<file path="src/rtl/btb_param.sv">
// Direct-mapped branch target buffer with 2-bit hysteresis counters and perf counters.
// Lookup is combinational from current state; updates become visible one cycle later.
module btb_param #(
    parameter int         ENTRIES   = 16,
    parameter int         XLEN      = 32,
    parameter logic [1:0] ALLOC_CTR = 2'b10
) (
    input  logic            clk,
    input  logic            rst,
    input  logic [XLEN-1:0] pc,
    input  logic [XLEN-1:0] update_pc,
    input  logic            update,
    input  logic            update_taken,
    input  logic [XLEN-1:0] update_target,
    input  logic            mispredicted,
    input  logic            flush,
    output logic [XLEN-1:0] target_pc,
    output logic            valid,
    output logic            predictedTaken,
    output logic [31:0]     perf_updates,
    output logic [31:0]     perf_mispredicts
);
    localparam int IDX_W = $clog2(ENTRIES);
    localparam int TAG_W = XLEN - 2 - IDX_W;

    typedef struct packed {
        logic             vld;
        logic [TAG_W-1:0] tag;
        logic [XLEN-1:0]  tgt;
        logic [1:0]       ctr;
    } entry_t;

    entry_t tbl [ENTRIES];

    logic [IDX_W-1:0] rd_idx, up_idx;
    logic [TAG_W-1:0] rd_tag, up_tag;
    entry_t           rd_ent, up_ent;
    logic             up_hit;
    logic             unused_lsb;

    // Low two address bits never participate in index or tag.
    assign unused_lsb = ^{pc[1:0], update_pc[1:0]};

    assign rd_idx = pc[IDX_W+1:2];
    assign rd_tag = pc[XLEN-1:IDX_W+2];
    assign up_idx = update_pc[IDX_W+1:2];
    assign up_tag = update_pc[XLEN-1:IDX_W+2];
    assign rd_ent = tbl[rd_idx];
    assign up_ent = tbl[up_idx];
    assign up_hit = up_ent.vld && (up_ent.tag == up_tag);

    assign valid          = rd_ent.vld && (rd_ent.tag == rd_tag);
    assign target_pc      = valid ? rd_ent.tgt : '0;
    assign predictedTaken = valid && rd_ent.ctr[1];

    always_ff @(posedge clk) begin
        if (rst) begin
            for (int i = 0; i < ENTRIES; i++) begin
                tbl[i].vld <= 1'b0;
                tbl[i].ctr <= 2'b00;
            end
            perf_updates     <= '0;
            perf_mispredicts <= '0;
        end else begin
            // Perf counters see every strobe, even when flush drops the table write.
            if (update) begin
                if (perf_updates != '1)
                    perf_updates <= perf_updates + 32'd1;
                if (mispredicted && perf_mispredicts != '1)
                    perf_mispredicts <= perf_mispredicts + 32'd1;
            end

            if (flush) begin
                for (int i = 0; i < ENTRIES; i++)
                    tbl[i].vld <= 1'b0;
            end else if (update) begin
                if (update_taken) begin
                    if (up_hit) begin
                        if (up_ent.ctr != 2'b11)
                            tbl[up_idx].ctr <= up_ent.ctr + 2'd1;
                        tbl[up_idx].tgt <= update_target;
                    end else begin
                        tbl[up_idx].vld <= 1'b1;
                        tbl[up_idx].tag <= up_tag;
                        tbl[up_idx].tgt <= update_target;
                        tbl[up_idx].ctr <= ALLOC_CTR;
                    end
                end else if (up_hit && up_ent.ctr != 2'b00) begin
                    tbl[up_idx].ctr <= up_ent.ctr - 2'd1;
                end
            end
        end
    end
endmodule

</file>
<file path="config.mk">
export PLATFORM = sky130hd
export DESIGN_NAME = btb_param
export DESIGN_NICKNAME = d
export VERILOG_FILES = /design/src/rtl/btb_param.sv
export SDC_FILE = /design/constraint.sdc
export NUM_CORES = 1
export LEC_CHECK = 0
export CAP_MARGIN = 0
export CORE_MARGIN = 2
export CORE_UTILIZATION = 30
export CTS_BUF_LIST = sky130_fd_sc_hd__clkbuf_2 sky130_fd_sc_hd__clkbuf_4 sky130_fd_sc_hd__clkbuf_8
export DETAILED_ROUTE_END_ITERATION = 10
export PLACE_DENSITY = 0.49
export SLEW_MARGIN = 30
export SYNTH_ARGS = -nofsm -noshare
export SYNTH_HDL_FRONTEND = slang
export SYNTH_SLANG_ARGS = --single-unit
</file>
<file path="constraint.sdc">
create_clock -name clk -period 5.7 [get_ports clk]
set_input_delay 0.57 -clock clk [delete_from_list [all_inputs] [get_ports clk]]
set_output_delay 0.57 -clock clk [all_outputs]
set_load 0.03 [all_outputs]
</file>
Word level (Yosys, flattened, before mapping)
Memories as Yosys holds them, arrays and structs flattened.
Cells that the tools add are included.
W data, S select, Z words.
{"block": "word_totals", "ff_bits": 64, "latchBits": 0, "ramBits": 976, "rom_bits": 0, "input_bits": 102, "output_inout_bits": 98, "wordCells": 93, "memories": 1}
{"memory": "tbl", "depth": 16, "width": 61, "read_ports": 2, "rd_ports_with_merged_regs": 0, "wr": 16, "line_no": "33", "rtl": "entry_t tbl [ENTRIES];"}
{"block": "op_classes", "addsub": 4, "n_mul": 0, "div": 0, "order_cmp": 0, "eq_ne": 5, "shifts": 0, "mux": 53, "n_bitwise": 19, "reduce_logical": 9}
{"op": "$add A32 B1 Y32 const B", "count": 2}
{"op": "$mux W32", "count": 2}
{"op": "$ne A32 B32 Y1 const B", "count": 2}
{"op": "$mux W61", "count": 1}
{"op": "$reduce_or A61 Y1", "count": 1}
{"op": "$eq A26 B26 Y1", "count": 2}
{"op": "$mux W1", "count": 46}
{"op": "$or A1 B1 Y1", "count": 19}
{"op": "$mux W4", "count": 2}
{"op": "$logic_and A1 B1 Y1", "count": 5}
{"op": "$mux W2", "count": 2}
{"op": "$reduce_and A2 Y1", "count": 2}
{"op": "$add A2 B1 Y2 const B", "count": 1}
{"op": "$ne A2 B2 Y1 const B", "count": 1}
{"op": "$reduce_bool A2 Y1", "count": 1}
{"op": "$sub A2 B1 Y2 const B", "count": 1}

Longest topological paths before layout
Gate-level depths: netlist of run 1.
An unclocked memory read counts as a cell.
{"block": "logic_depth", "ltp_word": 13, "ltp_mapped": 17, "mapped_depth_nobuf": 10}

Worst setup path after synthesis of run 1
No wires, ideal clock.
{"block": "synth_path", "path_type": "input -> output", "start": "input port pc[2]", "end": "output port target_pc[22]", "t_arrival_ns": 4.050, "required_time_ns": 5.130, "setup_slack_ns": 1.080, "stages": 10, "n_path_buf": 4, "path_cell_list": "clkbuf_1 clkbuf_1 buf_1 mux4_2 mux4_2 xnor2_1 nand4_1 nor4_1 clkbuf_1 and3_1"}
{"block": "synth_via", "elab_chain_len": 4}
{"element": "start, declared", "line_no": "10", "rtl": "input logic [XLEN-1:0] pc,"}
{"element": "$mem_v2 Z16 W61 *"}
{"element": "$eq A26 B26 Y1", "line_no": "52", "rtl": "assign valid = rd_ent.vld && (rd_ent.tag == rd_tag);"}
{"element": "$logic_and A1 B1 Y1", "line_no": "52"}
{"element": "$mux W32 *", "line_no": "53", "rtl": "assign target_pc = valid ? rd_ent.tgt : '0;"}
{"element": "end, declared", "line_no": "17", "rtl": "output logic [XLEN-1:0] target_pc,"}
Every way passes the cells marked *; elsewhere a longest branch is shown, timed or not.

==> results.py, run 1 <==
metrics = {
    "status": {
        "status": "finished clean",
    },
    "grt": {
        "grt_antenna_before_repair": 9,
        "grt.total_usage_pct": 17.5,
        "grt.overflow.total": 0,
        "grt_max_degree": 81,
        "grt_pass1_wl_um": 207000,
        "first_global_vias": 28666,
    },
    "final_layout": {
        "area.sequential_um2": 30400,
        "layout.cells.most_common_list": "sky130_fd_sc_hd__edfxtp_1 (960), sky130_fd_sc_hd__mux4_2 (385), sky130_fd_sc_hd__and2_1 (296)",
        "stdcell_area_um2": 57200,
        "final_common_cell": "sky130_fd_sc_hd__edfxtp_1",
        "final-instance-count-excl-fill": 5378,
        "final_layout_size_suffix_gt1_share_pct": 28.7,
        "fin_nets": 3254,
        "multi_input_comb_area_um2": 16700,
        "final_core_util_pct": 36.0,
        "syn2layout_area_growth_pct": 19.1,
        "fillers": 14807,
    },
    "worst_setup_path": {
        "critical_path.top_delay_family": "simple AND/OR/NAND/NOR gates",
        "stages_on_the_worst_setup_path": 10,
        "r2r_setup_slack_ns": 1.52,
        "max_stage_delay_ns": 0.47,
        "crit_slowest_cell": "sky130_fd_sc_hd__mux4_2",
        "end_kind": "output port",
        "worst_case_reg_to_reg_path_depth": 11,
        "critical_path_arrival_ns": 4.27,
        "buffers_inverters_on_critical_path": 2,
        "path_cells": "mux4_2 -> nor2b_1 -> a211oi_1 -> a21oi_1 -> xnor2_1 -> nand4_1 -> nor4_2 -> buf_4 -> and3_1 -> buf_12",
        "worst-endpoint-required_ns": 5.13,
        "highest_fanout_seen_on_the_critical_path": 34,
        "worst_setup_path_start_kind": "flop",
        "critical_path_class": "reg -> out",
    },
    "sta": {
        "worstMarginPinSlew_ns": 0.913,
        "timing.fmax_ghz": 0.207,
        "post-route-min-period_ns": 4.84,
        "hold_viol": 0,
        "setup_slack_ns": 0.864,
        "post-route-period-util_pct": 84.8,
        "grt_setup_unrepaired": "no",
        "finalMaxSlewViolations": 0,
        "fin_hold_ws_ns": 0.262,
        "timing.final.setup_violations": 0,
        "fin_tns_setup_ns": 0,
        "timing.max_slew.rel_slack_pct": 39.1,
        "timing.clock.skew_ns": 0.0527,
    },
    "drt": {
        "antenna_left": 0,
        "route.detailed.wl_per_inst_um": 26.7,
        "avgViaCountPerCell": 5.18,
        "drt_first_iter_violations": 2134,
        "routed_wl_um": 144000,
        "first_pass_iteration_count_of_the_detailed_router": 5,
        "num_vias": 27868,
        "drc_errors": 0,
    },
    "min_path": {
        "hold_depth": 3,
        "hold_class": "in -> reg",
    },
    "die": {
        "floorplan.rows": 146,
        "die_area_um2": 163000,
        "die_y_um": 404,
        "io_pins": 200,
        "chipWidth_um": 404,
        "initial_core_util_pct": 30.3,
        "standard_cell_core_area_um2": 159000,
    },
    "clock_network": {
        "worstSkewPairLatency_ns": 0.93,
        "clkTransAtPathRegs_ns": 0.06,
        "post_cts.resized_instances": 0,
        "cts_tree": "yes",
        "ctsHoldBuffers": 0,
        "post-cts-setup-buffer-count": 0,
        "clock-root-buffer": "sky130_fd_sc_hd__clkbuf_8",
        "numClockSinks": 1040,
        "max_clock_buf_depth": 3,
        "clock_tree.htree_level_count": 4,
        "cts-buffers-inserted": 185,
    },
    "logic_synthesis": {
        "compound_gate_fraction_of_synth_area_pct": 2.31,
        "yosys.cell_types.count": 68,
        "synth.ff_latch_count": 1040,
        "synthSimpleGateAreaFrac_pct": 9.55,
        "total_nets_after_synthesis": 2981,
        "muxShareOfSynthArea_pct": 20.3,
        "combinational_family_with_the_most_area_after_synthesis": "multiplexers",
        "synthArstFlopShare_pct": 0,
        "ys_seq_area_share_pct": 63.4,
        "yosys.area_share.adder_pct": 0.104,
        "synthXorXnorAreaFrac_pct": 1.91,
        "mapped_cell_area_um2": 48000,
        "postSynthAreaPerCell_um2": 16.7,
        "ys_warn_count": 0,
        "synthFlopType": "sky130_fd_sc_hd__edfxtp_1",
        "synthCells": 2875,
        "synth_enable_flop_cells": 960,
    },
    "power_and_ir_drop": {
        "power.total_mw": 16.5,
        "powerDensity_nw_per_um2": 289,
        "worst_ir_drop_vdd_mv": 0.219,
        "total_leakage_power_nw": 17.2,
    },
    "place": {
        "input_output_buffers": 195,
        "post-dp-hpwl_um": 86800,
        "placedInstanceArea_um2": 53200,
        "dp_cells": 5032,
        "globalplace.congestion": 0.800,
        "pre_cts_setup_slack_ns": 0.744,
    },
    "run": {
        "maxCapViolCount": 0,
    },
}
-- synth_stat cells (all sizes together), types with 4 or more instances --
master	number	share of area (%)
nand3b	7	0.11
nor2b	9	0.12
nand2	57	0.45
a221o	6	0.13
a2bb2oi	5	0.091
nor3	34	0.35
nand4	26	0.34
inv	13	0.10
and3	45	0.59
nor4	133	1.7
or3	16	0.21
xor2	42	0.77
nor2	110	0.92
and4	8	0.15
a22o	8	0.15
mux4	385	18
clkinv	5	0.039
a21boi	8	0.13
or2	4	0.052
mux2i	97	2.0
xnor2	63	1.1
o22ai	9	0.12
edfxtp	960	60
clkbuf	180	1.4
ha	4	0.10
a22oi	21	0.33
nand3	43	0.45
a21oi	25	0.26
buf	79	0.90
nand2b	4	0.052
mux2	10	0.23
o21ai	20	0.21
and2	296	3.9
a21o	16	0.25
dfxtp	80	3.3
a221oi	5	0.091
a211oi	8	0.13
-- worst paths after layout --
check,endpoint,start
min reg2reg,tbl[6][60],tbl[6][60]
max,target_pc[24],tbl[3][54]
min,perf_mispredicts[22],rst
max reg2reg,tbl[5][42],tbl[14][54]
-- power breakdown --
| group | switching (mW) | internal (mW) |
|---|---|---|
| clock | 3.37 | 3.91 |
| combinational | 0.540 | 0.366 |
| sequential | 0.0164 | 8.32 |
-- cell type report --
type	count	share of cell area (%)
antenna	4	0.0175
inverter	18	0.118
sequential	1040	53.2
tap	2072	4.53
multi-input combinational	1558	29.1
clock inverter	73	1.26
clock buffer	268	5.64
timing repair buffer	345	6.08
-- sequential cells by signal (all words and copies together) (netlist names) --
| name | cells |
|---|---|
| perf_updates | 32 |
| tbl | 976 |
| perf_mispredicts | 32 |
-- routing by layer --
layer | GRT usage, % | share of wire (%) | wire [um]
met5 | 0 | 0.039 | 56
met4 | 4.56 | 2.0 | 2930
met3 | 3.68 | 5.7 | 8190
met2 | 28.6 | 49 | 69700
met1 | 23.7 | 44 | 62700
-- worst register-to-register path, cell delays in order, from the launching register on --
cell and delay (ns):
sky130_fd_sc_hd__edfxtp_1 0.40, sky130_fd_sc_hd__mux4_2 0.48, sky130_fd_sc_hd__mux4_2 0.49, sky130_fd_sc_hd__xnor2_1 0.38, sky130_fd_sc_hd__nand2_1 0.22, sky130_fd_sc_hd__nor4_1 0.32
sky130_fd_sc_hd__and3_1 0.22, sky130_fd_sc_hd__and4b_4 0.29, sky130_fd_sc_hd__buf_12 0.30, sky130_fd_sc_hd__nor3_2 0.15, sky130_fd_sc_hd__buf_4 0.36, sky130_fd_sc_hd__and2_1 0.29
-- logic make-up (layout without fill, tap and decap cells) --
logic type      count (synthesis)  after routing
xor+xnor                      105            105
simple gates                  801            801
other cells                     0              4
flops                        1040           1040
compound gates                156            156
buf+inv                       277            704
mux                           492            492
fa+ha+maj                       4              4
Note: power is estimated with default switching activity, not from simulation.
==> run 2: changes to the inputs <==
==> constraint.sdc (replaced) <==
create_clock -name clk -period 5.01 [get_ports clk]
set_input_delay 0.501 -clock clk [delete_from_list [all_inputs] [get_ports clk]]
set_output_delay 0.501 -clock clk [all_outputs]
set_load 0.03 [all_outputs]
==> run 2 against run 1 <==
Effect of this change:
- sequential share of layout area is 0.31 points lower
- core utilization is 0.21 points higher
- critical path depth is 1 lower
- critical endpoint is now target_pc[1]
- largest cell class unchanged
- largest power group unchanged
==> results.py, run 2 (synthesized netlist as in run 1, its figures left out) <==
metrics = {
    "status": {
        "status": "finished clean",
    },
    "final_layout": {
        "largest-register": "tbl",
        "largest_register_ff_count": 976,
        "final-instance-count-excl-fill": 5409,
        "fin_nets": 3292,
        "biggestRegsByFlops": "tbl (976), perf_mispredicts (32), perf_updates (32)",
        "fillers": 14887,
        "final_common_cell": "sky130_fd_sc_hd__edfxtp_1",
        "syn2layout_area_growth_pct": 19.7,
        "final_layout_size_suffix_gt1_share_pct": 29.4,
        "layout.cells.most_common_list": "sky130_fd_sc_hd__edfxtp_1 (960), sky130_fd_sc_hd__mux4_2 (385), sky130_fd_sc_hd__and2_1 (296)",
    },
    "grt": {
        "first_global_vias": 28987,
        "grt.total_usage_pct": 17.5,
        "grt_max_degree": 109,
        "grt.overflow.total": 0,
        "grt_antenna_before_repair": 8,
        "grt_pass1_wl_um": 207000,
    },
    "worst_setup_path": {
        "worst-endpoint-required_ns": 4.51,
        "crit_reg_reg_endpoint": "tbl[9][1]",
        "end_kind": "output port",
        "critical_path_arrival_ns": 4.26,
        "worst_case_reg_to_reg_path_depth": 10,
        "critical_path_class": "reg -> out",
        "reg2reg_from": "tbl[11][54]",
        "highest_fanout_seen_on_the_critical_path": 34,
        "r2r_setup_slack_ns": 0.79,
        "worst_setup_path_start_kind": "flop",
    },
    "place": {
        "globalplace.congestion": 0.805,
        "input_output_buffers": 195,
        "dp_cells": 5071,
        "post-dp-hpwl_um": 87600,
    },
    "sta": {
        "fin_tns_setup_ns": 0,
        "finalMaxSlewViolations": 0,
        "timing.max_slew.rel_slack_pct": 35.8,
        "worstMarginPinSlew_ns": 0.958,
        "post-route-min-period_ns": 4.76,
        "grt_setup_unrepaired": "no",
        "timing.fmax_ghz": 0.210,
        "hold_viol": 0,
        "post-route-period-util_pct": 95.0,
        "timing.final.setup_violations": 0,
        "timing.clock.skew_ns": 0.0753,
    },
    "drt": {
        "route.detailed.wl_per_inst_um": 26.4,
        "antenna_left": 0,
        "first_pass_iteration_count_of_the_detailed_router": 5,
        "drc_errors": 0,
        "routed_wl_um": 143000,
        "drt_first_iter_violations": 2263,
        "num_vias": 27794,
        "avgViaCountPerCell": 5.14,
    },
    "clock_network": {
        "worstSkewPairLatency_ns": 0.96,
        "post-cts-setup-buffer-count": 0,
        "max_clock_buf_depth": 3,
        "cts-buffers-inserted": 183,
        "post_cts.resized_instances": 0,
        "numClockSinks": 1040,
        "clock_tree.htree_level_count": 4,
        "clock-root-buffer": "sky130_fd_sc_hd__clkbuf_8",
        "clkTransAtPathRegs_ns": 0.07,
        "cts_tree": "yes",
    },
    "die": {
        "floorplan.rows": 146,
        "io_pins": 200,
        "chipWidth_um": 404,
        "die_y_um": 404,
        "standard_cell_core_area_um2": 159000,
        "die_area_um2": 163000,
        "initial_core_util_pct": 30.3,
    },
    "run": {
        "maxCapViolCount": 0,
    },
    "min_path": {
        "min_delay_worst_endpoint": "tbl[2][35]",
        "hold_depth": 2,
        "min-delay-start": "update_pc[7]",
        "hold_class": "in -> reg",
    },
    "power_and_ir_drop": {
        "total_leakage_power_nw": 17.3,
        "powerDensity_nw_per_um2": 322,
        "worst_ir_drop_vdd_mv": 0.271,
    },
}
run 2: layout make-up:
cell class	instances	area, um2	area share [%]
tap	2072	2590	4.51
sequential	1040	30400	52.9
multi-input combinational	1558	16700	29.0
inverter	18	67.6	0.117
clock inverter	68	593	1.03
clock buffer	262	3140	5.45
timing repair buffer	385	4010	6.97
antenna	6	15.0	0.0261
run 2: per-layer routing:
metal | part of all wire (%) | vias to the layer above | global-route usage [%]
met5 | 0.023 | - | 0
met2 | 48 | 771 | 28.7
met1 | 44 | 14596 | 23.8
li1 | - | 12206 | -
met4 | 2.3 | 6 | 4.76
met3 | 4.8 | 215 | 3.11
run 2: through the flow:
step | utilization (%) | total power [mW] | area [um2] | worst slack (ns) | hold WS [ns]
global route | 36.2 | 19.2 | 57500 | 0.0746 | 0.397
floorplan | - | 10.3 | 48000 | 0.528 | 0.438
finish | 36.2 | 18.5 | 57500 | 0.249 | 0.415
global placement | 33.8 | 10.7 | 53700 | 0.0470 | 0.459
CTS | 36.2 | 18.8 | 57500 | 0.00443 | 0.129
detailed placement | 33.8 | 10.7 | 53700 | 0.132 | 0.465
run 2: report_power, final:
| part | internal (mW) | switching, mW |
|---|---|---|
| registers | 9.47 | 0.0192 |
| logic | 0.439 | 0.616 |
| clock network | 4.22 | 3.78 |
| total | 14.1 | 4.42 |
run 2: worst max-delay path by stage:
| stage | from | to | slack, ns | cells past startpoint |
|---|---|---|---|---|
| 2_1_floorplan | pc[2] | target_pc[22] | 0.53 | 10 |
| 3_5_place_dp | update_pc[2] | tbl[7][48] | 0.13 | 11 |
| 4_1_cts | tbl[8][57] | target_pc[1] | 0.004 | 9 |
| 3_3_place_gp | update_pc[2] | tbl[12][48] | 0.05 | 10 |
| 6_report | tbl[8][57] | target_pc[1] | 0.25 | 9 |
| 5_1_grt | tbl[15][57] | target_pc[4] | 0.07 | 9 |
run 2: worst max-delay path, stage by stage (launching register included):
cell	delay (ns)
sky130_fd_sc_hd__edfxtp_1	0.40
sky130_fd_sc_hd__mux4_2	0.48
sky130_fd_sc_hd__mux4_2	0.50
sky130_fd_sc_hd__xnor2_1	0.33
sky130_fd_sc_hd__nand4_1	0.19
sky130_fd_sc_hd__buf_4	0.20
sky130_fd_sc_hd__nor4_2	0.41
sky130_fd_sc_hd__buf_12	0.25
sky130_fd_sc_hd__and3_1	0.33
sky130_fd_sc_hd__buf_12	0.15
run 2: repair_timing:
action | CTS | global route
setup endpoints to repair | 0 | 0
hold buffers | 0 | 1
endpoints found under the hold margin | 0 | 1
==> run 3: changes to the inputs <==
--- a/config.mk
+++ b/config.mk
@@ -10,6 +10,7 @@
 export CORE_UTILIZATION = 30
 export CTS_BUF_LIST = sky130_fd_sc_hd__clkbuf_2 sky130_fd_sc_hd__clkbuf_4 sky130_fd_sc_hd__clkbuf_8
 export DETAILED_ROUTE_END_ITERATION = 10
+export HOLD_SLACK_MARGIN = 0.06
 export PLACE_DENSITY = 0.49
 export SLEW_MARGIN = 30
 export SYNTH_ARGS = -nofsm -noshare
==> results of run 3 <==
Final layout, timing and power as in run 2 (identical DEF).
